File: src/rtl/apb_pkg.sv
// Shared types and defaults for the APB register completer.
package apb_pkg;

    typedef enum logic [1:0] {
        IDLE,
        WAIT,
        DONE
    } state_t;

    localparam int unsigned ADDR_W_DEF = 8;
    localparam int unsigned DATA_W_DEF = 8;
    localparam int unsigned CNT_W      = 8;
    localparam int unsigned WAIT_W     = 4;

endpackage

File: src/rtl/apb_reg_slave_regfile.sv
// DEPTH x DATA_W register storage: one synchronous write port, one
// combinational read port, asynchronous clear.
module apb_reg_slave_regfile #(
    parameter int unsigned DEPTH  = 16,
    parameter int unsigned IDX_W  = 4,
    parameter int unsigned DATA_W = 8
) (
    input  logic              clk_i,
    input  logic              rst_i,
    input  logic              we_i,
    input  logic [IDX_W-1:0]  waddr_i,
    input  logic [DATA_W-1:0] wdata_i,
    input  logic [IDX_W-1:0]  raddr_i,
    output logic [DATA_W-1:0] rdata_o
);

    logic [DATA_W-1:0] mem_q [DEPTH];

    always_ff @(posedge clk_i or posedge rst_i) begin
        if (rst_i) begin
            for (int unsigned i = 0; i < DEPTH; i++) begin
                mem_q[i] <= '0;
            end
        end else if (we_i) begin
            mem_q[waddr_i] <= wdata_i;
        end
    end

    // Guard against indices past DEPTH when DEPTH is not a power of two.
    always_comb begin
        rdata_o = '0;
        if (32'(raddr_i) < DEPTH) begin
            rdata_o = mem_q[raddr_i];
        end
    end

endmodule

File: src/rtl/apb_reg_slave.sv
// APB completer: register file with wait states, PSLVERR on out-of-range
// addresses, and write/error statistics. All outputs are registered.
module apb_reg_slave
    import apb_pkg::*;
#(
    parameter int unsigned ADDR_W      = ADDR_W_DEF,
    parameter int unsigned DATA_W      = DATA_W_DEF,
    parameter int unsigned DEPTH       = 16,
    parameter int unsigned WAIT_CYCLES = 1
) (
    input  logic              clk,
    input  logic              reset,
    input  logic              PSEL,
    input  logic              PENABLE,
    input  logic              PWRITE,
    input  logic [ADDR_W-1:0] PADDR,
    input  logic [DATA_W-1:0] PWDATA,
    output logic [DATA_W-1:0] PRDATA,
    output logic              PREADY,
    output logic              PSLVERR,
    output logic [CNT_W-1:0]  wr_count,
    output logic [CNT_W-1:0]  err_count
);

    localparam int unsigned      IDX_W     = (DEPTH > 1) ? $clog2(DEPTH) : 1;
    localparam logic [WAIT_W-1:0] WAIT_LAST = WAIT_W'(WAIT_CYCLES);

    state_t              state_q;
    logic [ADDR_W-1:0]   addr_q;
    logic                write_q;
    logic [DATA_W-1:0]   wdata_q;
    logic [WAIT_W-1:0]   wait_q;
    logic [DATA_W-1:0]   prdata_q;
    logic                pready_q;
    logic                pslverr_q;
    logic [CNT_W-1:0]    wr_cnt_q;
    logic [CNT_W-1:0]    err_cnt_q;

    logic                addr_ok;
    logic                setup;
    logic                complete;
    logic                reg_we;
    logic [IDX_W-1:0]    idx;
    logic [DATA_W-1:0]   rf_rdata;

    always_comb begin
        addr_ok  = 32'(addr_q) < DEPTH;
        idx      = addr_q[IDX_W-1:0];
        setup    = PSEL && !PENABLE && (state_q == IDLE || state_q == DONE);
        complete = (state_q == WAIT) && PSEL && PENABLE && (wait_q == WAIT_LAST);
        reg_we   = complete && write_q && addr_ok;
    end

    apb_reg_slave_regfile #(
        .DEPTH  (DEPTH),
        .IDX_W  (IDX_W),
        .DATA_W (DATA_W)
    ) u_regfile (
        .clk_i   (clk),
        .rst_i   (reset),
        .we_i    (reg_we),
        .waddr_i (idx),
        .wdata_i (wdata_q),
        .raddr_i (idx),
        .rdata_o (rf_rdata)
    );

    always_ff @(posedge clk or posedge reset) begin
        if (reset) begin
            state_q   <= IDLE;
            addr_q    <= '0;
            write_q   <= 1'b0;
            wdata_q   <= '0;
            wait_q    <= '0;
            prdata_q  <= '0;
            pready_q  <= 1'b0;
            pslverr_q <= 1'b0;
            wr_cnt_q  <= '0;
            err_cnt_q <= '0;
        end else begin
            // Setup capture is shared by IDLE and the back-to-back path in DONE.
            if (setup) begin
                addr_q  <= PADDR;
                write_q <= PWRITE;
                wdata_q <= PWDATA;
                wait_q  <= '0;
            end
            case (state_q)
                IDLE: begin
                    if (setup) state_q <= WAIT;
                end
                WAIT: begin
                    if (!PSEL) begin
                        state_q <= IDLE;
                    end else if (PENABLE) begin
                        if (wait_q != WAIT_LAST) begin
                            wait_q <= wait_q + 1'b1;
                        end else begin
                            pready_q <= 1'b1;
                            state_q  <= DONE;
                            if (!addr_ok) begin
                                pslverr_q <= 1'b1;
                                prdata_q  <= '0;
                                if (err_cnt_q != '1) err_cnt_q <= err_cnt_q + 1'b1;
                            end else if (write_q) begin
                                prdata_q <= '0;
                                wr_cnt_q <= wr_cnt_q + 1'b1;
                            end else begin
                                prdata_q <= rf_rdata;
                            end
                        end
                    end
                end
                DONE: begin
                    pready_q  <= 1'b0;
                    pslverr_q <= 1'b0;
                    prdata_q  <= '0;
                    state_q   <= setup ? WAIT : IDLE;
                end
                default: state_q <= IDLE;
            endcase
        end
    end

    assign PRDATA    = prdata_q;
    assign PREADY    = pready_q;
    assign PSLVERR   = pslverr_q;
    assign wr_count  = wr_cnt_q;
    assign err_count = err_cnt_q;

endmodule

File: config.mk
export PLATFORM = sky130hd
export DESIGN_NAME = apb_reg_slave
export DESIGN_NICKNAME = d
export VERILOG_FILES = /design/src/rtl/apb_pkg.sv /design/src/rtl/apb_reg_slave_regfile.sv /design/src/rtl/apb_reg_slave.sv
export SDC_FILE = /design/constraint.sdc
export NUM_CORES = 1
export LEC_CHECK = 0
export CORE_ASPECT_RATIO = 0.9
export CORE_MARGIN = 2
export CORE_UTILIZATION = 66
export CTS_BUF_LIST = sky130_fd_sc_hd__clkbuf_8
export DETAILED_ROUTE_END_ITERATION = 10
export PLACE_DENSITY = 0.87
export SLEW_MARGIN = 20
export SYNTH_ARGS = -nofsm -noshare
export SYNTH_HDL_FRONTEND = slang
export SYNTH_SLANG_ARGS = --single-unit
File: constraint.sdc
create_clock -name clk -period 14.85 [get_ports clk]
set_input_delay 4.455 -clock clk [delete_from_list [all_inputs] [get_ports clk]]
set_output_delay 4.455 -clock clk [all_outputs]
set_load 0.05 [all_outputs]
# Yosys cells after proc, flatten, opt, wreduce, memory -nomap -nowiden
# Index checks and enable logic that the tools add are counted.
# word_totals
regBits	177
in_bits	21
output_inout_bits	26
word_cells	96
# op_classes
addsub	3
magnitude_cmp	3
n_eq_ne	12
muxes	32
bitwise_logic	3
n_reduce_logical	17
# ops
operator	n
bitwise mux 128 bit	1
two-way mux 8 bit	8
binary-select mux 8 bit (select 4 bit)	1
demux 8 bit (select 4 bit)	1
two-way mux 4 bit	5
adder 8 x 1 -> 8 bit, second input constant	2
case mux 8 bit (2 select lines)	1
AND reduction 6 bit	2
inequality test 2 bit, second input constant	5
logical AND 1 bit	8
less-than comparator 8 x 5 -> 1 bit, second input constant	1
two-way mux 1 bit	8
two-way mux 2 bit	4
inequality test 8 bit, second input constant	1
inequality test 3 bit, second input constant	2
case mux 2 bit (3 select lines)	1
greater-or-equal comparator 5 bit, second input constant	1
less-than comparator 5 x 1 -> 1 bit, second input constant	1
NOT 4 -> 5 bit	1
AND reduction 5 bit	1
adder 4 x 1 -> 4 bit, second input constant	1
== test 4 x 1 -> 1 bit, second input constant	1
inequality test 4 x 1 -> 1 bit, second input constant	1
case mux 1 bit (2 select lines)	2
other kinds (9)	10

# Longest topological paths before layout
# Gate-level depths: netlist (run 1).
# depth
ltp_word	10
mapped_depth	8
depth_no_buf	6

# Cells and area by module
# From an unflattened synthesis (run 1), not the netlist that was laid out.
# hier_totals
cells_unflattened	562
area_unflattened_um2	8050.2
# modules_own_cells
module	n_inst	cells_per_inst	area_each_um2	seq_area_each_um2
apb_reg_slave_regfile	1	369	5953.2	3203.1
apb_reg_slave	1	193	2097.0	1226.2

# Worst setup path after synthesis (run 1)
# Ideal clock, no wire load.
# synth_path
path_type	input-to-reg
from	in PSEL
to	reg u_regfile.mem_q[10] (netlist bit)
setup_time_ns	0.127
arrival_ns	5.803
required_ns	14.723
slack_ns	8.920
path_stages	5
n_path_buf	1
cell_sequence	nand4b_2 -> nor4_4 -> and2b_1 -> buf_4 -> mux2_1
# synth_between
elab_chain_cells	5
# synth_rtl
element	line	source
start, declared	apb_reg_slave.sv:13	input logic PSEL,
logical AND 1 bit (3 in series)	apb_reg_slave.sv:50	complete = (state_q == WAIT) && PSEL && PENABLE && (wait_q == WAIT_LAST);
logical AND 1 bit (2 in series)	apb_reg_slave.sv:51	reg_we = complete && write_q && addr_ok;
end signal, assigned by index	apb_reg_slave_regfile.sv:25	mem_q[waddr_i] <= wdata_i;
end, declared	apb_reg_slave_regfile.sv:17	logic [DATA_W-1:0] mem_q [DEPTH];
# No other way between the ends.
# A chain may end at the register's enable or synchronous reset.

# Final worst setup path (run 1)
# layout_path
from	in PENABLE
to	reg u_regfile.mem_q[22] (netlist bit)
# layout_between
elab_chain_cells	4
# layout_rtl
element	line	source
start, declared	apb_reg_slave.sv:14	input logic PENABLE,
logical AND 1 bit (2 in series)	apb_reg_slave.sv:50	
logical AND 1 bit (2 in series)	apb_reg_slave.sv:51	
# No other way between the ends.

==> metrics.cfg, run 1 <==
[floorplanning]
num_rows=38
fp.dieH_um=109
die_area_um2=13200
initial_utilization_pct=67.3
chipWidth_um=121
ios=47
core-area_um2=12000

[global_routing]
grt_pass1_vias=4948
grt_max_degree=98
track_usage_pct=27.0
grt_pass1_wl_um=26400
antenna_found_initial=0
grt_overflow=0

[timing]
max_slew_margin_pct=31.1
worstMarginPinSlew_ns=1.02
maxSlewViolCount=0
rsz0062_at_grt=no
finalHoldViolations=0
fin_crit_ns=6.38
period_share_pct=42.9
max_freq_mhz=157
fin_tns_setup_ns=0
fin_skew_ns=0.0122
setup_viol=0

[logic_synthesis]
ys.flop_type=dfrtp_1
synth_top_cell_area_share_pct=54.7
ys_types=50
async_flop_share_pct=100
synth_area_leader_cell=dfrtp_1
synthCells=525
netlist_area_um2=8090
yosys_warnings=0
yosysSeqAreaShare_pct=54.7
synth_seq_cells=177
synth_nets=550
synthTopCellsByArea=dfrtp_1, mux2_2, mux4_2
synth_edf_count=0
syn_avg_cell_area_um2=15.4

[routing]
wl_um=16200
vias=4649
first_pass_iters=4
postRouteAntennaNets=0
drc_errors=0
wl_per_cell_um=21.8
drt_iter0_drc=413
routed_via_density=6.27

[clocking]
cts_max_level=4
post_cts_buffers=0
cts.path.max_buffers=2
clkSinkCount=177
cts_root_buffer=clkbuf_8
hold_buffers=0
clock_latency_ns=0.47
cts_resized=0
cts_tree=yes
numCtsBuffers=17
clk_pin_slew_ns=0.08

[final_layout]
multi_input_area_um2=3520
antennaDiodeCount=0
fin_area_um2=9070
seqCellArea_um2=4430
nNetsFinal=595
synthToLayoutAreaGrowth_pct=12.1
drive_gt1_share_pct=40.4
nFillCells=722

[critical_path]
cp-end-kind=register
worstPathMaxFanout=9
critical-path-max-stage-delay_ns=0.55
required_ns=15.19
crit_path_top_delay_cell=clkdlybuf4s50_1
critPathBufInv=1
cp_data_arrival_time_ns=6.72
path_class=input pin to register
crit_chain=clkdlybuf4s50_1, nand4b_2, nor4_4, and2b_1, mux2_2
start_kind=input pin
cp_top_family=simple AND/OR/NAND/NOR gates

[place]
postPlaceCellArea_um2=8670
hpwl_um=10500
io_buffers=46
gp_congestion=0.831

[pwr]
power_density_nw_per_um2=111
p_leak_nw=4.34
ir_worst_vdd_mv=0.116

[worst_hold_path]
hp-class=register to register

[status]
status=complete, no violations

[run]
drv_cap=0

[worst paths after layout]
| check | from | to | slack (ns) | depth (start not counted) |
|---|---|---|---|---|
| max | PENABLE | u_regfile.mem_q[22] | 8.47 | 5 |
| min | wr_count[7] | wr_count[7] | 0.47 | 1 |
| max reg2reg | addr_q[1] | u_regfile.mem_q[68] | 12.05 | 5 |
| min reg2reg | wr_count[7] | wr_count[7] | 0.47 | 1 |
| max in group asynchronous | reset | addr_q[0] | 9.05 | 3 |
| min in group asynchronous | reset | u_regfile.mem_q[93] | 4.54 | 2 |
[metal layers]
| layer | up-vias | global-route usage (%) | wire, µm |
|---|---|---|---|
| li1 | 2045 | - | - |
| met5 | - | 0 | 0 |
| met1 | 2490 | 37.5 | 6930 |
| met2 | 90 | 44.1 | 8270 |
| met4 | 0 | 9.47 | 248 |
| met3 | 24 | 4.55 | 712 |
[synthesized netlist by cell type, types with 3 or more instances]
cell type and instances:
mux2_1 13, nor2_1 4, inv_1 4, and3_1 4
nand2b_1 6, nand3_1 8, ha_1 4, o21ai_0 9
a22oi_1 7, nor2_4 3, mux2i_1 8, xnor2_1 13
nand2_1 10, dfrtp_1 177, buf_6 3, nand2_2 6
buf_2 4, nand3b_1 4, clkbuf_1 14, and2_1 3
nor2_8 3, mux2_2 143, nand4_1 8, mux4_2 32
[logic make-up (layout without fill, tap and decap cells)]
family          count (synthesis)  in the layout  share of synthesized area [%]
compound gates                 23             23                           1.82
xor+xnor                       14             14                           1.52
fa+ha+maj                       4              4                          0.619
buf+inv                        29             86                           1.78
flops                         177            177                           54.7
mux                           196            196                           31.6
simple gates                   82             82                           7.92
[cells in the final DEF (no fill, tap or decap), drive strengths merged]
cell             n
nor2b            2
a21boi           1
o22ai            1
a21o             2
or4              1
nand2           16
nand4b           1
dfrtp          177
nor3b            2
nand3           10
clkinv           5
a21oi            1
and2             3
nand3b           4
nor3             3
xor2             1
o21a             1
bufinv           3
mux4            32
nor2            10
xnor2           13
a22oi            7
clkinvlp         2
nand2b           6
mux2           156
and4b            1
nand4           10
or3b             1
clkdlybuf4s50   46
and3             4
inv              7
clkbuf          18
a221oi           1
buf              5
nor4             5
o21ai            9
and2b            2
mux2i            8
ha               4
and4             1
[cell type report]
cell class,instances,share of cell area [%]
clock inverters,13,1.64
inverters,4,0.221
repair buffers,51,5.53
flip-flops and latches,177,48.8
clock buffers,18,2.73
multi-input cells,319,38.8
well taps,160,2.21
[flip-flops by register name (all words and copies together), names as in the netlist]
| register | count |
|---|---|
| wdata_q | 8 |
| PSLVERR | 1 |
| u_regfile.mem_q | 128 |
| write_q | 1 |
| addr_q | 8 |
| state_q | 2 |
| PRDATA | 8 |
| err_count | 8 |
| wr_count | 8 |
| PREADY | 1 |
| wait_q | 4 |
[power by group]
group,switching [W],internal (W),leakage [nW]
registers,0.0000396,0.000499,2.43
clock network,0.000167,0.000167,0.208
logic,0.0000789,0.0000540,1.70
[stage by stage]
step                      hold WS [ns]  cells  total power (W)  util (%)  setup slack [ns]
after floorplan                  0.452    525         0.000637         -              5.59
after global placement           0.460    711         0.000675      72.1              8.12
after detailed placement         0.461    711         0.000682      72.1              8.01
after CTS                        0.477    742          0.00101      75.4              8.49
after global routing             0.512    742          0.00105      75.4              8.37
final                            0.474    742          0.00101      75.4              8.47
No activity file was read; power rests on OpenSTA's default activity.
==> run 2: changes to the inputs <==
Settings changed: CORE_UTILIZATION 66 to 62, PLACE_DENSITY 0.87 to 0.82.
Clock period 14.85 ns to 6.4 ns, I/O delays scaled along.
==> metrics.cfg, run 2 (synthesized netlist as in run 1, its figures left out) <==
[pwr]
power_frac_comb_pct=12.9
pwr-share-clk_pct=34.4
seqPwrFrac_pct=52.7
power_density_nw_per_um2=261
switchingPower_w=0.000662
p_leak_nw=4.35
ir_worst_vdd_mv=0.209
switching_share_pct=27.8
p_int_w=0.00172

[clocking]
post_cts_buffers=0
cts_resized=0
cts_tree=yes
cts_root_buffer=clkbuf_8
cts_max_level=4
numCtsBuffers=17
clkSinkCount=177
hold_buffers=0
clock_latency_ns=0.46
cts.path.max_buffers=2
clk_pin_slew_ns=0.08

[final_layout]
antennaDiodeCount=0
finalNonFillerCells=747
largest_register_ffs=128
final_common_cell=dfrtp_1
top_register=u_regfile.mem_q
drive_gt1_share_pct=41.0
seqCellArea_um2=4430
multi_input_area_um2=3520
fin_util_pct=71.6
layout_common_cells=dfrtp_1, mux2_2, clkdlybuf4s50_1
synthToLayoutAreaGrowth_pct=12.7
nFillCells=839
nNetsFinal=595

[place]
hpwl_um=10400
io_buffers=46
gp_congestion=0.793
dp_cells=715

[routing]
routed_via_density=6.16
wl_per_cell_um=21.8
met2RoutedLength_um=8050
top_layer_used=met4
vias=4604
first_pass_iters=4
postRouteAntennaNets=0
drt_iter0_drc=330
wl_um=16300
met3_length_um=668
drt-met1-wl_um=7310
drc_errors=0

[timing]
setup_viol=0
rsz0062_at_grt=no
whs_ns=0.491
max_slew_margin_pct=28.2
maxSlewViolCount=0
max_freq_mhz=264
fin_crit_ns=3.79
period_share_pct=59.2
fin_tns_setup_ns=0
fin_skew_ns=0.00682
worstMarginPinSlew_ns=1.07
finalHoldViolations=0

[floorplanning]
core-area_um2=12700
chipWidth_um=124
die_area_um2=14000
ios=47
fp.dieH_um=112
num_rows=39
initial_utilization_pct=63.5

[critical_path]
cp_data_arrival_time_ns=4.13
required_ns=6.74
crit_path_start=PENABLE
cp-end-kind=register
start_kind=input pin
worstPathMaxFanout=9
r2r_start=wait_q[1]
path_class=input pin to register

[status]
status=complete, no violations

[worst_hold_path]
hp-start=wr_count[6]
hp-class=register to register

[global_routing]
grt_pass1_vias=4825
grt_pass1_wl_um=26500
grt_overflow=0
antenna_found_initial=0
grt_max_degree=178
track_usage_pct=24.8

[run]
drv_cap=0

run 2: cell count changes in the layout (fill, tap and decap cells not counted):
| cell | delta |
|---|---|
| clkinv_4 | -2 |
| clkinv_2 | +2 |
| clkinvlp_4 | +1 |
| buf_6 | -1 |
| inv_6 | -1 |
| clkbuf_8 | +4 |
| buf_12 | +1 |
| inv_1 | -3 |
run 2: metrics by stage:
step	setup WS (ns)	cell area [µm²]	total power (W)
after detailed placement	2.12	8690	0.00158
after CTS	2.62	9120	0.00240
after global routing	2.51	9120	0.00248
after floorplan	2.21	8100	0.00148
after global placement	2.23	8690	0.00157
final	2.61	9120	0.00238
run 2: power groups by stage:
stage	logic (W)	clock network, W	registers [W]
finish	0.000307	0.000819	0.00125
global route	0.000329	0.000885	0.00127
CTS	0.000310	0.000836	0.00125
detailed placement	0.000309	0	0.00127
global placement	0.000299	0	0.00127
floorplan	0.000217	0	0.00126
run 2: path summary, 6_finish.rpt:
check,to,slack (ns),cells past startpoint
max reg2reg,u_regfile.mem_q[22],3.70,6
max in group asynchronous,addr_q[0],3.60,3
min in group asynchronous,u_regfile.mem_q[74],2.08,3
min reg2reg,wr_count[6],0.49,1
max,u_regfile.mem_q[22],2.61,5
min,wr_count[6],0.49,1
run 2: routing by layer:
| layer | up-vias | GRT usage (%) |
|---|---|---|
| li1 | 2038 | - |
| met1 | 2452 | 35.6 |
| met2 | 96 | 39.2 |
| met3 | 18 | 4.62 |
| met4 | 0 | 8.01 |
| met5 | - | 0 |
run 2: final cells by class:
cell class                 count  area share (%)
multi-input combinational    319            38.6
clock inverter                10            1.43
sequential                   177            48.6
tap                          164            2.25
clock buffer                  22            3.32
inverter                       4           0.206
timing repair buffer          51            5.60
run 2: critical path: stages:
cell and delay [ns]:
clkdlybuf4s50_1 0.55, nand4b_2 0.37, nor4_4 0.51, and2b_1 0.39
mux2_2 0.38
==> run 3: changes to the inputs <==
Settings changed: CORE_UTILIZATION 62 to 56, PLACE_DENSITY 0.82 to 0.79.
Clock period 6.4 ns to 3.1 ns, I/O delays scaled along.
==> metrics.cfg, run 3 (synthesized netlist as in run 1, its figures left out) <==
[status]
status=complete, no violations

[clocking]
cts.path.max_buffers=2
hold_buffers=0
post_cts_buffers=0
clk_pin_slew_ns=0.09
clock_latency_ns=0.47
cts_resized=0
clkSinkCount=177
numCtsBuffers=17
cts_root_buffer=clkbuf_8
cts_tree=yes
cts_max_level=4

[final_layout]
multi_input_area_um2=3520
finalNonFillerCells=790
largest_register_ffs=128
antennaDiodeCount=0
nNetsFinal=609
drive_gt1_share_pct=42.4
layout_common_cells=dfrtp_1, mux2_2, clkdlybuf4s50_1
seqCellArea_um2=4430
final_common_cell=dfrtp_1
top_register=u_regfile.mem_q
synthToLayoutAreaGrowth_pct=15.0
nFillCells=1031

[global_routing]
grt_max_degree=76
grt_overflow=0
antenna_found_initial=0
grt_pass1_vias=5007
track_usage_pct=23.6
grt_pass1_wl_um=27000

[critical_path]
required_ns=2.17
cp_data_arrival_time_ns=1.74
worstPathMaxFanout=6
path_class=register to output pin
critical-path-max-stage-delay_ns=0.83
cp-end-kind=output pin
crit_chain=clkdlybuf4s50_1
critPathBufInv=1
cp_top_family=buffers and inverters
crit_path_top_delay_cell=clkdlybuf4s50_1
start_kind=register

[pwr]
power_density_nw_per_um2=538
ir_worst_vdd_mv=0.506
p_leak_nw=4.44
finalPower_w=0.00501

[routing]
wl_per_cell_um=21.1
drt_iter0_drc=310
wl_um=16700
drc_errors=0
first_pass_iters=5
vias=4642
routed_via_density=5.88
postRouteAntennaNets=0

[place]
gp_congestion=0.762
io_buffers=46
dp_cells=758
hpwl_um=11200

[timing]
fin_crit_ns=2.67
period_share_pct=86.2
setup_viol=0
whs_ns=0.487
rsz0062_at_grt=no
fin_tns_setup_ns=0
max_slew_margin_pct=34.0
finalHoldViolations=0
worstMarginPinSlew_ns=0.982
max_freq_mhz=374
fin_skew_ns=0.0134
maxSlewViolCount=0

[floorplanning]
ios=47
num_rows=41
initial_utilization_pct=57.6
core-area_um2=14100
die_area_um2=15400
fp.dieH_um=118
chipWidth_um=131

[worst_hold_path]
hp-class=register to register

[run]
drv_cap=0

run 3: cell count changes in the layout (fill, tap and decap cells not counted), sizes merged:
cell / before / now
inv: 3 / 4
buf: 5 / 19
clkbuf: 22 / 20
clkinvlp: 3 / 1
bufinv: 3 / 4
clkinv: 5 / 7
run 3: path summary, 6_finish.rpt:
kind | start | to | slack, ns | depth (start not counted)
min | wr_count[7] | wr_count[7] | 0.49 | 1
min reg2reg | wr_count[7] | wr_count[7] | 0.49 | 1
min in group asynchronous | reset | u_regfile.mem_q[73] | 0.83 | 2
max reg2reg | wait_q[1] | u_regfile.mem_q[22] | 0.61 | 7
max in group asynchronous | reset | addr_q[0] | 1.53 | 3
max | err_count[2] | err_count[2] | 0.43 | 1
run 3: power breakdown:
group	internal, W	switching, W	leakage (nW)	total [W]
combinational	0.000275	0.000366	1.78	0.000641
clock	0.000946	0.000827	0.233	0.00177
sequential	0.00239	0.000207	2.43	0.00260
run 3: through the flow:
stage	util, %	area (µm²)	worst slack [ns]
final	66.2	9310	0.429
after floorplan	-	8100	-0.0966
after global placement	63.0	8850	0.116
after global routing	66.2	9310	0.356
after CTS	66.2	9310	0.397
after detailed placement	63.0	8850	0.0533
run 3: final cells by class:
class	count	share of cell area, %
clock inverters	12	1.92
flip-flops and latches	177	47.6
clock buffers	20	2.96
inverters	4	0.202
multi-input cells	319	37.8
repair buffers	65	6.88
well taps	193	2.59
run 3: layer usage:
| metal | global-route usage [%] | routed length [µm] |
|---|---|---|
| met5 | 0 | 0 |
| met4 | 8.44 | 306 |
| met3 | 4.32 | 541 |
| met2 | 37.3 | 8480 |
| met1 | 32.9 | 7320 |
